**src/rtl/alu_ctrl_pipe.sv**
```systemverilog
// ALU control decoder with a one-entry output register and RV32M multi-cycle tracking.
// Latency: 1 cycle for single-cycle ops; MUL_LAT / DIV_LAT cycles for MUL* / DIV*,REM* ops.
// Backpressure: result held stable until out_ready; a new op may be accepted on the consuming edge.
module alu_ctrl_pipe #(
    parameter int CTRL_W   = 5,
    parameter bit ENABLE_M = 1'b1,
    parameter int MUL_LAT  = 2,
    parameter int DIV_LAT  = 32
) (
    input  logic              clk,
    input  logic              reset,
    input  logic              in_valid,
    output logic              in_ready,
    input  logic [2:0]        alu_op,
    input  logic [2:0]        funct3,
    input  logic              funct7_5,
    input  logic              funct7_0,
    input  logic              flush,
    output logic              out_valid,
    input  logic              out_ready,
    output logic [CTRL_W-1:0] alu_control,
    output logic              illegal,
    output logic              mc_busy,
    output logic              mc_done
);

    // Counter sized so the larger latency minus one always fits without wrapping.
    localparam int MAX_LAT = (MUL_LAT > DIV_LAT) ? MUL_LAT : DIV_LAT;
    localparam int CNT_W   = $clog2(MAX_LAT + 1);

    localparam logic [CNT_W-1:0] MUL_LOAD = CNT_W'(MUL_LAT - 1);
    localparam logic [CNT_W-1:0] DIV_LOAD = CNT_W'(DIV_LAT - 1);
    localparam logic [CNT_W-1:0] CNT_ONE  = CNT_W'(1);

    // Instruction formats carried on alu_op.
    localparam logic [2:0] FMT_R = 3'b000;
    localparam logic [2:0] FMT_I = 3'b001;
    localparam logic [2:0] FMT_B = 3'b010;
    localparam logic [2:0] FMT_S = 3'b011;
    localparam logic [2:0] FMT_U = 3'b100;
    localparam logic [2:0] FMT_J = 3'b101;
    localparam logic [2:0] FMT_L = 3'b110;

    // ALU operation codes.
    localparam logic [4:0] OP_ADD  = 5'd0;
    localparam logic [4:0] OP_SLT  = 5'd1;
    localparam logic [4:0] OP_SLTU = 5'd2;
    localparam logic [4:0] OP_AND  = 5'd3;
    localparam logic [4:0] OP_OR   = 5'd4;
    localparam logic [4:0] OP_XOR  = 5'd5;
    localparam logic [4:0] OP_SRA  = 5'd6;
    localparam logic [4:0] OP_SLL  = 5'd7;
    localparam logic [4:0] OP_SRL  = 5'd8;
    localparam logic [4:0] OP_SUB  = 5'd9;
    localparam logic [4:0] OP_BEQ  = 5'd10;
    localparam logic [4:0] OP_BNE  = 5'd11;
    localparam logic [4:0] OP_BLT  = 5'd12;
    localparam logic [4:0] OP_BLTU = 5'd13;
    localparam logic [4:0] OP_BGEU = 5'd14;
    localparam logic [4:0] OP_BGE  = 5'd15;
    localparam logic [4:0] OP_MUL  = 5'd16;

    typedef enum logic [1:0] {
        ST_IDLE    = 2'd0,
        ST_HOLD    = 2'd1,
        ST_MC_WAIT = 2'd2
    } state_t;

    state_t             state_q, state_d;
    logic [CNT_W-1:0]   cnt_q, cnt_d;
    logic [CTRL_W-1:0]  alu_control_q, alu_control_d;
    logic               illegal_q, illegal_d;
    logic               mc_done_q, mc_done_d;

    logic [4:0]         dec_code;
    logic               dec_illegal;
    logic               dec_is_m;
    logic [CNT_W-1:0]   dec_load;
    logic               dec_multi;
    logic               accept;

    // Decode the presented request into an operation code and legality flag.
    always_comb begin
        dec_code    = OP_ADD;
        dec_illegal = 1'b0;
        dec_is_m    = 1'b0;
        case (alu_op)
            FMT_R: begin
                if (funct7_0) begin
                    // M-extension: funct3 indexes MUL..REMU directly.
                    if (!ENABLE_M || funct7_5) begin
                        dec_illegal = 1'b1;
                    end else begin
                        dec_code = OP_MUL + {2'b00, funct3};
                        dec_is_m = 1'b1;
                    end
                end else begin
                    case (funct3)
                        3'b000: dec_code = funct7_5 ? OP_SUB : OP_ADD;
                        3'b001: dec_code = OP_SLL;
                        3'b010: dec_code = OP_SLT;
                        3'b011: dec_code = OP_SLTU;
                        3'b100: dec_code = OP_XOR;
                        3'b101: dec_code = funct7_5 ? OP_SRA : OP_SRL;
                        3'b110: dec_code = OP_OR;
                        3'b111: dec_code = OP_AND;
                    endcase
                    // Only ADD/SUB and SRL/SRA give funct7_5 a meaning.
                    if (funct7_5 && (funct3 != 3'b000) && (funct3 != 3'b101)) begin
                        dec_illegal = 1'b1;
                    end
                end
            end
            FMT_I: begin
                case (funct3)
                    3'b000: dec_code = OP_ADD;
                    3'b001: dec_code = OP_SLL;
                    3'b010: dec_code = OP_SLT;
                    3'b011: dec_code = OP_SLTU;
                    3'b100: dec_code = OP_XOR;
                    3'b101: dec_code = funct7_5 ? OP_SRA : OP_SRL;
                    3'b110: dec_code = OP_OR;
                    3'b111: dec_code = OP_AND;
                endcase
                // SLLI has no arithmetic variant.
                if ((funct3 == 3'b001) && funct7_5) begin
                    dec_illegal = 1'b1;
                end
            end
            FMT_B: begin
                case (funct3)
                    3'b000:  dec_code = OP_BEQ;
                    3'b001:  dec_code = OP_BNE;
                    3'b100:  dec_code = OP_BLT;
                    3'b101:  dec_code = OP_BGE;
                    3'b110:  dec_code = OP_BLTU;
                    3'b111:  dec_code = OP_BGEU;
                    default: dec_illegal = 1'b1;
                endcase
            end
            FMT_S, FMT_L: begin
                // Only word accesses are supported; address is always an add.
                if (funct3 != 3'b010) begin
                    dec_illegal = 1'b1;
                end
            end
            FMT_U, FMT_J: begin
                dec_code = OP_ADD;
            end
            default: begin
                dec_illegal = 1'b1;
            end
        endcase
        // Illegal requests collapse to a harmless single-cycle ADD.
        if (dec_illegal) begin
            dec_code = OP_ADD;
            dec_is_m = 1'b0;
        end
    end

    // Multi-cycle wait length; a latency of one behaves like a single-cycle op.
    always_comb begin
        dec_load  = funct3[2] ? DIV_LOAD : MUL_LOAD;
        dec_multi = dec_is_m && (dec_load != '0);
        accept    = in_valid && in_ready;
    end

    // State register and output/counter flops.
    always_ff @(posedge clk) begin
        if (reset) begin
            state_q       <= ST_IDLE;
            cnt_q         <= '0;
            alu_control_q <= '0;
            illegal_q     <= 1'b0;
            mc_done_q     <= 1'b0;
        end else begin
            state_q       <= state_d;
            cnt_q         <= cnt_d;
            alu_control_q <= alu_control_d;
            illegal_q     <= illegal_d;
            mc_done_q     <= mc_done_d;
        end
    end

    // Next-state: flush wins, then countdown / consume, then a new accept reloads.
    always_comb begin
        state_d       = state_q;
        cnt_d         = cnt_q;
        alu_control_d = alu_control_q;
        illegal_d     = illegal_q;
        mc_done_d     = 1'b0;
        if (flush) begin
            state_d = ST_IDLE;
            cnt_d   = '0;
        end else begin
            case (state_q)
                ST_MC_WAIT: begin
                    if (cnt_q <= CNT_ONE) begin
                        state_d   = ST_HOLD;
                        cnt_d     = '0;
                        mc_done_d = 1'b1;
                    end else begin
                        cnt_d = cnt_q - CNT_ONE;
                    end
                end
                ST_HOLD: begin
                    if (out_ready) begin
                        state_d = ST_IDLE;
                    end
                end
                default: begin
                    state_d = ST_IDLE;
                end
            endcase
            // Accept only happens in IDLE or on the consuming HOLD edge.
            if (accept) begin
                alu_control_d = CTRL_W'(dec_code);
                illegal_d     = dec_illegal;
                if (dec_multi) begin
                    state_d = ST_MC_WAIT;
                    cnt_d   = dec_load;
                end else begin
                    state_d = ST_HOLD;
                    cnt_d   = '0;
                end
            end
        end
    end

    // Outputs decoded from state; reset and flush block new requests.
    always_comb begin
        in_ready  = 1'b0;
        out_valid = 1'b0;
        mc_busy   = 1'b0;
        case (state_q)
            ST_IDLE: begin
                in_ready = 1'b1;
            end
            ST_HOLD: begin
                out_valid = 1'b1;
                in_ready  = out_ready;
            end
            ST_MC_WAIT: begin
                mc_busy = 1'b1;
            end
            default: begin
                in_ready = 1'b0;
            end
        endcase
        if (reset || flush) begin
            in_ready = 1'b0;
        end
    end

    assign alu_control = alu_control_q;
    assign illegal     = illegal_q;
    assign mc_done     = mc_done_q;

endmodule
```
**config.mk**
```make
export PLATFORM = sky130hd
export DESIGN_NAME = alu_ctrl_pipe
export DESIGN_NICKNAME = d
export VERILOG_FILES = /design/src/rtl/alu_ctrl_pipe.sv
export SDC_FILE = /design/constraint.sdc
export NUM_CORES = 1
export LEC_CHECK = 0
export ABC_AREA = 1
export BUFFER_PORTS_ARGS = -buffer_cell sky130_fd_sc_hd__buf_2
export CAP_MARGIN = 20
export CORE_MARGIN = 2
export CORE_UTILIZATION = 50
export CTS_CLUSTER_DIAMETER = 40
export DETAILED_ROUTE_END_ITERATION = 10
export GPL_TIMING_DRIVEN = 0
export PLACE_DENSITY = 0.75
export SLEW_MARGIN = 20
export SYNTH_ARGS = -nofsm -noshare
export SYNTH_HDL_FRONTEND = slang
export SYNTH_SLANG_ARGS = --single-unit
```
**constraint.sdc**
```tcl
create_clock -name clk -period 1.9 [get_ports clk]
set_input_delay 0.095 -clock clk [delete_from_list [all_inputs] [get_ports clk]]
set_output_delay 0.095 -clock clk [all_outputs]
set_load 0.005 [all_outputs]
```
==> After elaboration in Yosys (flattened, before gate mapping) <==
Index checks and enable logic that the tools add are counted.
{ "op_classes": {"n_addsub": 2, "n_lt_le_gt_ge": 1, "n_eq_ne": 19, "n_mux": 35, "bitwise_logic": 2, "n_reduce_logical": 19} }
{ "op_table": {"columns": ["cell", "n"], "rows": [
  ["$pmux W5 S8", 2],
  ["$mux W5", 5],
  ["$pmux W4 S6", 1],
  ["$eq A3 B3 Y1 const B", 7],
  ["$mux W6", 3],
  ["$pmux W5 S3", 1],
  ["$mux W1", 14],
  ["$eq A3 B2 Y1 const B", 4],
  ["$ne A3 B3 Y1 const B", 3],
  ["$mux W2", 4],
  ["$mux W4", 2],
  ["$eq A3 B1 Y1 const B", 2],
  ["$le A6 B1 Y1 const B", 1],
  ["$logic_not A3 Y1", 2],
  ["$reduce_bool A6 Y1", 1],
  ["$reduce_or A2 Y1", 3],
  ["$reduce_or A6 Y1", 1],
  ["$sub A6 B1 Y6 const B", 1],
  ["$add A5 B3 Y5 const A", 1],
  ["$logic_and A1 B1 Y1", 5],
  ["$pmux W1 S5", 1],
  ["$pmux W2 S2", 1],
  ["$reduce_and A2 Y1", 2],
  ["$ne A3 B2 Y1 const B", 1],
  ["9 further kinds", 10]
]} }
{ "totals": {"register_bits": 15, "in_bits": 13, "output_inout_bits": 10, "elab_cells": 83} }

==> Logic depth before layout (Yosys ltp) <==
Gate-level depths: netlist of the first run.
{ "logic_depth": {"depth_word": 10, "depth_mapped": 12, "mapped_depth_nobuf": 11} }

==> Worst setup path before layout of the first run <==
Ideal clock, no wire load.
{ "synth_path": {"path_kind": "register -> register", "start": "register cnt_q[0]", "end": "register cnt_q[5]", "setup_ns": 0.064, "arrival_time_ns": 1.315, "t_required_ns": 1.836, "path_slack_ns": 0.521, "path_stages_with_launch": 10, "n_path_buf": 0, "period_less_slack_ns": 1.379, "path_cell_list": "dfxtp_1 > inv_1 > ha_1 > o211ai_1 > nand2_4 > inv_2 > nand2_2 > nor2_1 > a21oi_1 > nor2_1"} }
{ "synth_between": {"elab_chain_cells": 4, "elab_cells_between_ends": 5, "classes_between": "1 x add/sub; 1 x order compare; 3 x mux"} }
{ "synth_lines": {"columns": ["element", "line", "source"], "rows": [
  ["from (decl)", "70", "logic [CNT_W-1:0] cnt_q, cnt_d;"],
  ["from (signal assigned)", "178", "cnt_q <= cnt_d;"],
  ["$sub A6 B1 Y6 or $le A6 B1 Y1 (tied branches)", "203, 198", null],
  ["$mux W6 (*)", "198", "if (cnt_q <= CNT_ONE) begin"],
  ["$mux W6 (*)", "196", "case (state_q)"],
  ["$mux W6 (*)", "216", "if (accept) begin"]
]} }
Mark *: on every way between the ends. The rest lies on a longest branch, timed or not. The select of a mux whose other input is x is not followed.
A chain may end at the register's enable or synchronous reset.

==> Worst setup path in the final report of the first run <==
Same ends and word-level chain as after synthesis.

==> impl_metrics.py, run 1 <==
metrics = {
    "run_status": {
        "outcome": "finished, final reports clean",
    },
    "logic_synthesis": {
        "syn_area_per_cell_sq_um": 6.34,
        "synth_area_leaders": "dfxtp_1, nand2_1, nor2_1, inv_1, nand3_1",
        "synth_edf_count": 0,
        "synthCells": 171,
        "synth_top_cell_area_share": 0.277,
        "synthesis.nets": 186,
        "ys_seq_elements": 15,
        "async_reset_ff_frac": 0,
        "synthFlopType": "dfxtp_1",
        "yosysSeqAreaShare": 0.277,
        "ys_types": 25,
        "synth_area_sq_um": 1080,
        "yosys_warnings": 0,
        "yosysTopAreaCell": "dfxtp_1",
    },
    "final_layout": {
        "layout_commonest_cell": "nand2_1",
        "final_cell_mix": "nand2_1, nor2_1, inv_1, buf_2",
        "fin_cells": 223,
        "multi_input_area_sq_um": 681,
        "antenna_cells": 0,
        "final_core_util": 0.624,
        "fillCellCount": 208,
        "nets": 212,
        "drive_above_1_share": 0.214,
        "seq_area_sq_um": 300,
        "area_growth_pct": 15.2,
    },
    "clock_tree": {
        "hold_buffers": 0,
        "post-cts-setup-buffers": 0,
        "clock-root-buffer": "clkbuf_4",
        "cts_resized": 0,
        "cts_sinks": 15,
        "cts.path.max_buffers": 2,
        "cts_tree": "done",
        "clk_latency_ps": 280,
        "cts_buffers": 3,
        "htreeDepth": 1,
        "cts.clk_slew.worst_paths_ps": 80,
    },
    "worst_hold_path": {
        "hold_path_end": "alu_control[3]$_SDFFE_PP0P_",
        "hp-class": "in2reg",
        "min_from": "reset",
        "hold_depth": 2,
    },
    "setup_path": {
        "crit_path_cell_trace": "inv_1 > ha_1 > o211ai_1 > nand2_4 > inv_2 > nand2_2 > nor2_1 > a21oi_1 > nor2_1",
        "crit_path_frequent_cell": "nor2_1",
        "cpPeakStageDelay_ps": 370,
        "cp_slowest_cell": "dfxtp_1",
        "r2r_slack_ps": 310,
        "crit_family": "compound AO/OA/AOI/OAI gates",
        "cp-start-kind": "register",
        "cp_data_arrival_time_ps": 1810,
        "endpoint_kind": "register",
        "cp_max_fo": 4,
        "reg2reg_from": "cnt_q[0]$_SDFFE_PP0P_",
        "cp_num_buf_inv": 2,
        "r2r_cells": 9,
        "cp.required_ps": 2120,
        "path_class": "reg2reg",
        "r2r-end": "cnt_q[5]$_SDFFE_PP0P_",
    },
    "power": {
        "pwr-share-comb": 0.215,
        "p_int_uw": 447,
        "power_density_nw_per_um2": 506,
        "sw_frac_of_total": 0.292,
        "pwr-share-seq": 0.510,
        "power.switching_uw": 185,
        "pwr-share-clk": 0.275,
        "irDropWorstVdd_uv": 331,
        "cellLeakagePower_uw": 0.000628,
    },
    "run": {
        "maxCapViolations": 0,
    },
    "timing": {
        "max_slew_margin": 0.756,
        "finalSetupViolCount": 0,
        "finalCritPeriodShare": 0.837,
        "rsz0062_at_grt": "false",
        "finalClockSkew_ps": 4.08,
        "clock.fmax_mhz": 629,
        "holdWs_ps": 92.7,
        "timing.final.ws_setup_ps": 310,
        "tightest_slew_ps": 364,
        "min_period_ps": 1590,
        "final_hold_viol_count": 0,
        "slew_violations": 0,
        "fin_setup_tns_ps": 0,
    },
    "detailed_routing": {
        "dr.pass1.iters": 5,
        "viasPerCell": 5.07,
        "vias": 1130,
        "routed_wl_microns": 2310,
        "wl_per_cell_microns": 10.3,
        "dr.first_iter.drc_count": 26,
        "antenna_left": 0,
        "drc": 0,
    },
    "die": {
        "fp.dieH_microns": 50.6,
        "die-area_sq_um": 2560,
        "fp-row-count": 16,
        "io_pins": 23,
        "fp.coreArea_sq_um": 2000,
        "start_util": 0.541,
        "die_w_microns": 50.6,
    },
    "grt": {
        "grt_pass1_vias": 961,
        "antenna_found_initial": 0,
        "grt_pass1_wl_microns": 3790,
        "overflow": 0,
        "track_usage": 0.197,
        "grt_max_degree": 11,
    },
    "placement": {
        "pre_cts_ws_ps": 369,
        "portBuffers": 21,
        "place_congestion": 0.887,
        "dp_cells": 219,
        "dp_hpwl_microns": 1880,
    },
}
-- state kept, by name, summed over array words and instances, names as in the netlist --
signal / count
state_q: 2
illegal: 1
mc_done: 1
cnt_q: 6
alu_control: 5
-- worst reg2reg max path, stage by stage (launching register included) --
cell      delay (ps)
dfxtp_1          370
inv_1             90
ha_1             240
o211ai_1         340
nand2_4           90
inv_2             90
nand2_2           60
nor2_1           110
a21oi_1           50
nor2_1            90
-- through the flow --
step | power (uW) | instance area (sq um)
finish | 632 | 1250
detailed placement | 464 | 1220
global route | 676 | 1250
floorplan | 422 | 1080
global placement | 461 | 1220
CTS | 641 | 1250
-- power groups by stage --
stage | logic (uW) | clock network (uW) | registers, uW
after global placement | 132 | 0 | 329
final | 136 | 174 | 322
after CTS | 135 | 184 | 322
after floorplan | 92.7 | 0 | 329
after global routing | 152 | 202 | 323
after detailed placement | 135 | 0 | 330
-- per-layer routing --
layer | GRT usage | up-vias | wire (microns)
li1 | - | 600 | -
met1 | 0.254 | 495 | 1130
met2 | 0.314 | 33 | 1050
met3 | 0.0536 | 2 | 113
met4 | 0.0721 | 0 | 13
met5 | 0 | - | 0
-- cell usage after synthesis, types with 2 or more instances --
cell and count:
a21oi_1 14, dfxtp_1 15, ha_1 2, inv_1 22, inv_2 4, nand2_1 34
nand2_2 3, nand2_4 2, nand3_1 15, nand4_1 2, nor2_1 27, nor2_2 3
nor2_4 2, nor3_1 2, o211ai_1 4, o21ai_0 9, xnor2_1 3
-- cell families after synthesis --
family	Yosys count	synth area share
AND/OR/NAND/NOR	94	0.427
adder cells (fa/ha/maj)	2	0.0231
flip-flops	15	0.277
AO/OA/AOI/OAI	29	0.145
buffers and inverters	27	0.0947
XOR/XNOR	4	0.0323
-- final cells by class --
cell class / instances / area share
plain buffers: 1 / 0.00401
clock buffers: 4 / 0.0210
inverters: 26 / 0.0782
multi-input cells: 129 / 0.545
flip-flops and latches: 15 / 0.240
well taps: 27 / 0.0271
repair buffers: 21 / 0.0842
-- how the worst max path moves through the flow --
stage / to / start / cells after the start
after global placement: cnt_q[5]$_SDFFE_PP0P_ / cnt_q[0]$_SDFFE_PP0P_ / 9
after detailed placement: cnt_q[5]$_SDFFE_PP0P_ / cnt_q[0]$_SDFFE_PP0P_ / 9
final: cnt_q[5]$_SDFFE_PP0P_ / cnt_q[0]$_SDFFE_PP0P_ / 9
after floorplan: cnt_q[5]$_SDFFE_PP0P_ / cnt_q[0]$_SDFFE_PP0P_ / 9
after global routing: cnt_q[5]$_SDFFE_PP0P_ / cnt_q[0]$_SDFFE_PP0P_ / 9
after CTS: cnt_q[5]$_SDFFE_PP0P_ / cnt_q[0]$_SDFFE_PP0P_ / 9
No activity file was read; power rests on OpenSTA's default activity.
==> run 2: changes to the inputs <==
- CORE_UTILIZATION: 50 -> 48
- clock period: 1.9 -> 1.42 ns (I/O delays scaled with it)
==> impl_metrics.py, run 2 (synthesis gave the netlist of run 1 again) <==
metrics = {
    "timing": {
        "finalCritPeriodShare": 0.939,
        "timing.final.ws_setup_ps": 86.5,
        "clock.fmax_mhz": 750,
        "min_period_ps": 1330,
        "final_hold_viol_count": 0,
        "slew_violations": 0,
        "finalClockSkew_ps": 5.30,
        "max_slew_margin": 0.772,
        "finalSetupViolCount": 0,
        "tightest_slew_ps": 342,
        "rsz0062_at_grt": "true",
    },
    "final_layout": {
        "area_growth_pct": 21.0,
        "fin_cells": 227,
        "layout_commonest_cell": "nand2_1",
        "final_cell_mix": "nand2_1, nor2_1, buf_2",
        "drive_above_1_share": 0.291,
        "largest_register": "cnt_q",
        "final_core_util": 0.604,
        "nets": 215,
        "largest_reg_flops": 6,
        "antenna_cells": 0,
    },
    "placement": {
        "portBuffers": 21,
        "pre_cts_ws_ps": -104,
        "dp_cells": 220,
        "place_congestion": 0.935,
        "dp_hpwl_microns": 1870,
    },
    "setup_path": {
        "endpoint_kind": "register",
        "r2r_cells": 10,
        "cp_data_arrival_time_ps": 1560,
        "r2r_slack_ps": 90,
        "reg2reg_from": "cnt_q[0]$_SDFFE_PP0P_",
        "r2r-end": "cnt_q[5]$_SDFFE_PP0P_",
        "cp-start-kind": "register",
        "path_class": "reg2reg",
        "cp.required_ps": 1650,
        "crit_end": "cnt_q[5]$_SDFFE_PP0P_",
        "crit_path_start": "cnt_q[0]$_SDFFE_PP0P_",
        "cp_max_fo": 4,
    },
    "grt": {
        "overflow": 0,
        "antenna_found_initial": 0,
        "grt_pass1_vias": 1009,
        "track_usage": 0.203,
        "grt_pass1_wl_microns": 4060,
        "grt_max_degree": 11,
    },
    "run_status": {
        "outcome": "finished, final reports clean",
    },
    "detailed_routing": {
        "wl_per_cell_microns": 10.8,
        "antenna_left": 0,
        "dr.pass1.iters": 4,
        "routed_wl_microns": 2450,
        "dr.first_iter.drc_count": 22,
        "viasPerCell": 5.18,
        "drc": 0,
        "vias": 1175,
    },
    "clock_tree": {
        "cts_sinks": 15,
        "clk_latency_ps": 290,
        "clock-root-buffer": "clkbuf_4",
        "hold_buffers": 0,
        "cts.clk_slew.worst_paths_ps": 90,
        "cts.path.max_buffers": 2,
        "htreeDepth": 1,
        "cts_buffers": 3,
        "cts_tree": "done",
    },
    "worst_hold_path": {
        "min_from": "reset",
        "hp-class": "in2reg",
    },
    "die": {
        "fp.coreArea_sq_um": 2170,
        "io_pins": 23,
        "fp.dieH_microns": 51.5,
        "start_util": 0.499,
        "die_w_microns": 51.5,
        "fp-row-count": 17,
        "die-area_sq_um": 2650,
    },
    "power": {
        "power_density_nw_per_um2": 663,
        "p_total_uw": 869,
        "irDropWorstVdd_uv": 430,
        "cellLeakagePower_uw": 0.000652,
    },
    "run": {
        "maxCapViolations": 0,
    },
}
run 2: changes by cell type in the layout (fill, tap and decap cells not counted), sizes merged:
| cell | previous run | this run |
|---|---|---|
| clkinv | 0 | 1 |
| buf | 22 | 25 |
| clkbuf | 4 | 3 |
run 2: area by class of cell:
cell class	instances	area [sq um]
plain buffers	1	5.00
clock buffers	3	22.5
clock inverters	1	5.00
fillers	222	858
inverters	26	100
multi-input cells	129	711
flip-flops and latches	15	305
well taps	28	35.0
repair buffers	24	128
run 2: power breakdown:
part / total, uW / switching, uW / internal [uW]
combinational: 197 / 125 / 71.6
clock: 240 / 136 / 105
sequential: 432 / 5.20 / 427
run 2: routing by layer:
| layer | vias up | part of all wire | GRT usage |
|---|---|---|---|
| li1 | 607 | - | - |
| met1 | 536 | 0.41 | 0.209 |
| met2 | 28 | 0.53 | 0.387 |
| met3 | 4 | 0.036 | 0.0431 |
| met4 | 0 | 0.020 | 0.0921 |
| met5 | - | 0 | 0 |
run 2: worst min-delay path by stage:
stage | to | slack [ps] | cells after the start
after floorplan | alu_control[1]$_SDFFE_PP0P_ | 140 | 1
after global placement | alu_control[3]$_SDFFE_PP0P_ | 350 | 2
after detailed placement | alu_control[1]$_SDFFE_PP0P_ | 360 | 2
after CTS | alu_control[3]$_SDFFE_PP0P_ | 40 | 2
after global routing | alu_control[4]$_SDFFE_PP0P_ | 50 | 2
final | alu_control[4]$_SDFFE_PP0P_ | 50 | 2
run 2: timing repair:
item / 4_1_cts / 5_1_grt
endpoints found under the setup margin: 8 / 8
setup buffers: 1 / 2
gates resized for setup: 3 / 12
pin swaps: 2 / 5
run 2: metrics by stage:
| step | TNS (ps) | hold WS, ps | instance area [sq um] |
|---|---|---|---|
| final | 0 | 53.1 | 1310 |
| after global routing | -52.5 | 46.8 | 1310 |
| after CTS | 0 | 42.8 | 1260 |
| after detailed placement | -302 | 355 | 1220 |
| after global placement | -205 | 350 | 1220 |
| after floorplan | 0 | 140 | 1080 |
run 2: critical path: stages, from the launching register on:
cell and delay [ps]:
dfxtp_2 360, inv_2 60, ha_4 150, o211ai_1 150
buf_4 150, nand2_4 60, inv_4 70, nand2_2 60
nor2_1 90, a21oi_1 40, nor2_1 80
